==> src/rtl/shift_register_ctrl.sv <==
// ============================================================================
// Module   : shift_register_ctrl
// Purpose  : Command sequencer driving a 4-bit universal shift register
//            (parallel load, shift right/left 0-7 with zero/one/rotate/arith fill).
// Revision : 1.0
// ============================================================================
`default_nettype none

module shift_register_ctrl (
   input  logic       CLK,
   input  logic       Clear,
   input  logic       cmd_valid,
   output logic       cmd_ready,
   input  logic [1:0] cmd_op,
   input  logic [1:0] cmd_fill,
   input  logic [2:0] cmd_count,
   input  logic [3:0] cmd_data,
   input  logic [3:0] A_par,
   output logic       s1,
   output logic       s0,
   output logic       MSB_in,
   output logic       LSB_in,
   output logic [3:0] I_par,
   output logic       busy,
   output logic       done
);

   typedef enum logic [1:0] {
      S_IDLE  = 2'd0,
      S_LOAD  = 2'd1,
      S_SHIFT = 2'd2,
      S_DONE  = 2'd3
   } state_t;

   localparam logic [1:0] OP_LOAD    = 2'b00;
   localparam logic [1:0] OP_SHR     = 2'b01;
   localparam logic [1:0] OP_SHL     = 2'b10;
   localparam logic [1:0] FILL_ZERO  = 2'b00;
   localparam logic [1:0] FILL_ONE   = 2'b01;
   localparam logic [1:0] FILL_ROT   = 2'b10;
   localparam logic [1:0] FILL_ARITH = 2'b11;

   state_t     state_q, state_d;
   logic [1:0] op_q, op_d;
   logic [1:0] fill_q, fill_d;
   logic [2:0] cnt_q, cnt_d;
   logic [3:0] ipar_q, ipar_d;

   logic       accept;
   logic       fill_right;
   logic       fill_left;

   assign cmd_ready = (state_q == S_IDLE) && !Clear;
   assign accept    = cmd_valid && cmd_ready;
   assign busy      = (state_q != S_IDLE);
   assign done      = (state_q == S_DONE);
   assign I_par     = ipar_q;

   always_ff @(posedge CLK) begin
      if (Clear) begin
         state_q <= S_IDLE;
         op_q    <= 2'b00;
         fill_q  <= 2'b00;
         cnt_q   <= 3'd0;
         ipar_q  <= 4'b0000;
      end else begin
         state_q <= state_d;
         op_q    <= op_d;
         fill_q  <= fill_d;
         cnt_q   <= cnt_d;
         ipar_q  <= ipar_d;
      end
   end

   always_comb begin
      state_d = state_q;
      op_d    = op_q;
      fill_d  = fill_q;
      cnt_d   = cnt_q;
      ipar_d  = ipar_q;
      case (state_q)
         S_IDLE: begin
            if (accept) begin
               op_d   = cmd_op;
               fill_d = cmd_fill;
               cnt_d  = cmd_count;
               ipar_d = cmd_data;
               if (cmd_op == OP_LOAD) begin
                  state_d = S_LOAD;
               end else if ((cmd_op == OP_SHR || cmd_op == OP_SHL) && (cmd_count != 3'd0)) begin
                  state_d = S_SHIFT;
               end else begin
                  state_d = S_DONE;
               end
            end
         end
         S_LOAD: begin
            state_d = S_DONE;
         end
         S_SHIFT: begin
            // The edge that consumes the last position also exits SHIFT.
            cnt_d = cnt_q - 3'd1;
            if (cnt_q == 3'd1) begin
               state_d = S_DONE;
            end
         end
         S_DONE: begin
            state_d = S_IDLE;
         end
         default: begin
            state_d = S_IDLE;
         end
      endcase
   end

   // Fill bits follow the live register contents, not a snapshot at accept.
   always_comb begin
      fill_right = 1'b0;
      fill_left  = 1'b0;
      case (fill_q)
         FILL_ZERO: begin
            fill_right = 1'b0;
            fill_left  = 1'b0;
         end
         FILL_ONE: begin
            fill_right = 1'b1;
            fill_left  = 1'b1;
         end
         FILL_ROT: begin
            fill_right = A_par[0];
            fill_left  = A_par[3];
         end
         FILL_ARITH: begin
            fill_right = A_par[3];
            fill_left  = 1'b0;
         end
         default: begin
            fill_right = 1'b0;
            fill_left  = 1'b0;
         end
      endcase
   end

   always_comb begin
      s1     = 1'b0;
      s0     = 1'b0;
      MSB_in = 1'b0;
      LSB_in = 1'b0;
      case (state_q)
         S_LOAD: begin
            s1 = 1'b1;
            s0 = 1'b1;
         end
         S_SHIFT: begin
            s1 = op_q[1];
            s0 = op_q[0];
            if (op_q == OP_SHR) begin
               MSB_in = fill_right;
            end else if (op_q == OP_SHL) begin
               LSB_in = fill_left;
            end
         end
         default: begin
            s1 = 1'b0;
            s0 = 1'b0;
         end
      endcase
   end

endmodule

`default_nettype wire

==> config.mk <==
export PLATFORM = sky130hd
export DESIGN_NAME = shift_register_ctrl
export DESIGN_NICKNAME = d
export VERILOG_FILES = /design/src/rtl/shift_register_ctrl.sv
export SDC_FILE = /design/constraint.sdc
export NUM_CORES = 1
export LEC_CHECK = 0
export ABC_AREA = 1
export CORE_UTILIZATION = 35
export DETAILED_ROUTE_END_ITERATION = 7
export PLACE_DENSITY = 0.75
export SYNTH_ARGS = -nofsm -noshare
export SYNTH_HDL_FRONTEND = slang
export SYNTH_SLANG_ARGS = --single-unit
==> constraint.sdc <==
create_clock -name CLK -period 2.4 [get_ports CLK]
set_clock_uncertainty 0.15 [all_clocks]
set_input_delay 0.48 -clock CLK [delete_from_list [all_inputs] [get_ports CLK]]
set_output_delay 0.48 -clock CLK [all_outputs]
set_load 0.02 [all_outputs]
==> flow_summary_export.csv <==
group,metric,value,unit
worst_setup_path,rr_startpoint,"state_q[0]$_SDFFE_PP0P_",
final_layout,fin_nets,178,
placed_design,gp_congestion,0.808,
clock_network,cts_root_buffer,"clkbuf_4",
yosys,synth_top_family_by_area,"simple AND/OR/NAND/NOR gates",
clock_network,htree_levels,1,
placed_design,io_buffer_count,26,
floorplan,num_io_pins,29,
worst_setup_path,worst-path-max-fanout,3,
global_routing,grt_start_max_net_pins,14,
placed_design,hpwl,1.30,mm
sta,post-route-period-util,0.921,
sta,clock.fmax,0.452,GHz
yosys,ys_types,17,
worst_setup_path,reg2regPathDepth,7,
final_layout,multiInputGateArea,447,sq um
routing,drt-initial-drc-count,9,
routing,vias,815,
placed_design,place_inst,173,
global_routing,grt_antenna_before_repair,0,
sta,min_period,2.21,ns
final_layout,fin_util,0.546,
final_layout,seqCellArea,260,sq um
clock_network,cts_sinks,13,
routing,routedLengthMet1,752,um
worst_setup_path,rrSetupSlack,0.80,ns
sta,finalHoldViolCount,0,
global_routing,gr-total-overflow,0,
clock_network,clock_path_buffers,2,
clock_network,cts_inserted_buffers,3,
routing,viasPerCell,4.60,
sta,finalSetupViolCount,0,
min_path,whs_endpoint,"I_par[1]$_SDFFE_PP0P_",
floorplan,die-area,2480,sq um
yosys,syn_nets,144,
yosys,synth_seq_area_share,0.326,
yosys,avgSynthCellArea,6.83,sq um
placed_design,dpl_worst_slack,-0.0323,ns
final_layout,final_cells,177,
min_path,worstHoldPathCells,2,
floorplan,die_h,49.8,um
sta,finalMaxSlewViolations,0,
worst_setup_path,critPathRequiredTime,1.77,ns
yosys,synth_seq_cells,13,
clock_network,cts_tree,"yes",
worst_setup_path,r2r_end,"cnt_q[2]$_SDFFE_PP0P_",
min_path,min_from,"I_par[1]$_SDFFE_PP0P_",
worst_setup_path,crit_arrival,1.58,ns
routing,wl_met2,783,um
yosys,synthAdderAreaFrac,0.141,
floorplan,start_util,0.388,
sta,grt_setup_unrepaired,"no",
floorplan,core-area,2060,sq um
final_layout,area_growth,40.7,%
power_and_ir_drop,p_leak,0.559,nW
final_layout,final_cell_mix,"26 x nand2_1, 20 x clkdlybuf4s50_1, 18 x inv_1",
global_routing,grt_pass1_wl,2.79,mm
worst_setup_path,crit_type,"flip-flop to primary output",
final_layout,nFillCells,195,
run_status,status,"completed",
final_layout,drive_above_1_share,0.0933,
sta,relSlewSlack,0.855,
yosys,syn_inst,117,
power_and_ir_drop,powerDensity,897,nW/um^2
min_path,hp-class,"flip-flop to flip-flop",
yosys,synth-compound-area-share,0.113,
sta,layout_setup_ws,0.188,ns
clock_network,hold_buffers,0,
sta,worst_pin_slew,0.217,ns
run,cap_violations,0,
routing,top_layer,"met3",
floorplan,row_count,16,
yosys,yosys.area_share.simple,0.305,
global_routing,grt_usage,0.145,
routing,post_drt_wl_per_cell,9.19,um
worst_setup_path,cp-start-kind,"flip-flop",
final_layout,final_common_cell,"nand2_1",
routing,met3_length,91,um
routing,drtPass1Iterations,4,
clock_network,clk_latency,0.27,ns
worst_setup_path,worstSetupEndpointType,"primary output",
floorplan,die_w,49.8,um
power_and_ir_drop,peakVddDrop,0.490,mV
yosys,synth-xor-area-share,0,
yosys,yosys-mux-area-fraction,0,
routing,ant_nets,0,
routing,drc,0,
clock_network,cts.clk_slew.worst_paths,0.08,ns
routing,routed_wl,1.63,mm
global_routing,grt_pass1_vias,735,
yosys,syn-cell-area,800,sq um
final_layout,diodes,0,
yosys,yosys_warnings,0,
-- cell usage after synthesis, drive strengths merged --
| cell | number | share of area |
|---|---|---|
| o21ai | 12 | 0.080 |
| nor3 | 1 | 0.0063 |
| clkbuf | 1 | 0.017 |
| nor2 | 14 | 0.069 |
| nand3 | 15 | 0.10 |
| a31oi | 1 | 0.0078 |
| buf | 1 | 0.0094 |
| a21oi | 4 | 0.025 |
| ha | 9 | 0.14 |
| nand2 | 27 | 0.13 |
| inv | 19 | 0.089 |
| dfxtp | 13 | 0.33 |
-- what timing repair did --
| item | in CTS | in global routing |
|---|---|---|
| setup endpoints to repair | 6 | 1 |
| setup buffers | 0 | 0 |
| gates resized for setup | 6 | 3 |
-- logic make-up (layout without fill, tap and decap cells) --
logic type                 after synthesis  after routing
buffers and inverters                   21             54
and+or+nand+nor                         57             57
adders and majority gates                9              9
DFF                                     13             13
AOI/OAI and AO/OA                       17             17
-- stage by stage --
step | total power (W) | hold WS, ns | setup TNS [ns] | area [sq um]
after floorplan | 0.000703 | 0.313 | 0 | 800
after global placement | 0.000896 | 0.306 | -0.0180 | 1110
after detailed placement | 0.000910 | 0.312 | -0.0475 | 1110
after CTS | 0.00102 | 0.322 | 0 | 1130
after global routing | 0.00111 | 0.346 | 0 | 1120
final | 0.00101 | 0.316 | 0 | 1120
-- worst max-delay path, cell delays in order (launching register included) --
cell	delay (ns)
dfxtp_1	0.35
inv_1	0.06
ha_1	0.29
nand2_1	0.06
o21ai_0	0.07
nor3_1	0.12
dlygate4sd2_1	0.35
-- layer usage --
layer  vias up  GRT usage
li1        438          -
met1       358      0.169
met2        19      0.250
met3         0     0.0586
met4         0     0.0286
met5         -          0
-- final cells by class --
| cell class | count | share of cell area |
|---|---|---|
| inverter | 19 | 0.0634 |
| sequential | 13 | 0.231 |
| multi-input combinational | 83 | 0.397 |
| clock buffer | 4 | 0.0234 |
| timing repair buffer | 31 | 0.255 |
| tap | 27 | 0.0300 |
-- flip-flops by register name (all words and copies together), names as in the netlist --
name and count:
op_q 2, I_par 4, state_q 2, fill_q 2, cnt_q 3
-- worst max-delay path by stage --
| stage | startpoint | endpoint | slack (ns) | cells after the start |
|---|---|---|---|---|
| 3_5_place_dp | A_par[3] | LSB_in | -0.03 | 4 |
| 5_1_grt | fill_q[0]$_SDFFE_PP0P_ | LSB_in | 0.03 | 6 |
| 3_3_place_gp | A_par[3] | LSB_in | -0.02 | 4 |
| 4_1_cts | state_q[0]$_SDFFE_PP0P_ | MSB_in | 0.11 | 7 |
| 2_1_floorplan | fill_q[0]$_SDFFE_PP0P_ | LSB_in | 0.54 | 5 |
| 6_report | fill_q[0]$_SDFFE_PP0P_ | LSB_in | 0.19 | 6 |
-- power breakdown --
| part | total, W | switching, W | leakage (nW) | internal [W] |
|---|---|---|---|---|
| combinational | 0.000566 | 0.000335 | 0.437 | 0.000231 |
| sequential | 0.000313 | 0.0000387 | 0.107 | 0.000275 |
| clock | 0.000129 | 0.0000647 | 0.0150 | 0.0000643 |
Note: power is estimated with default switching activity, not from simulation.
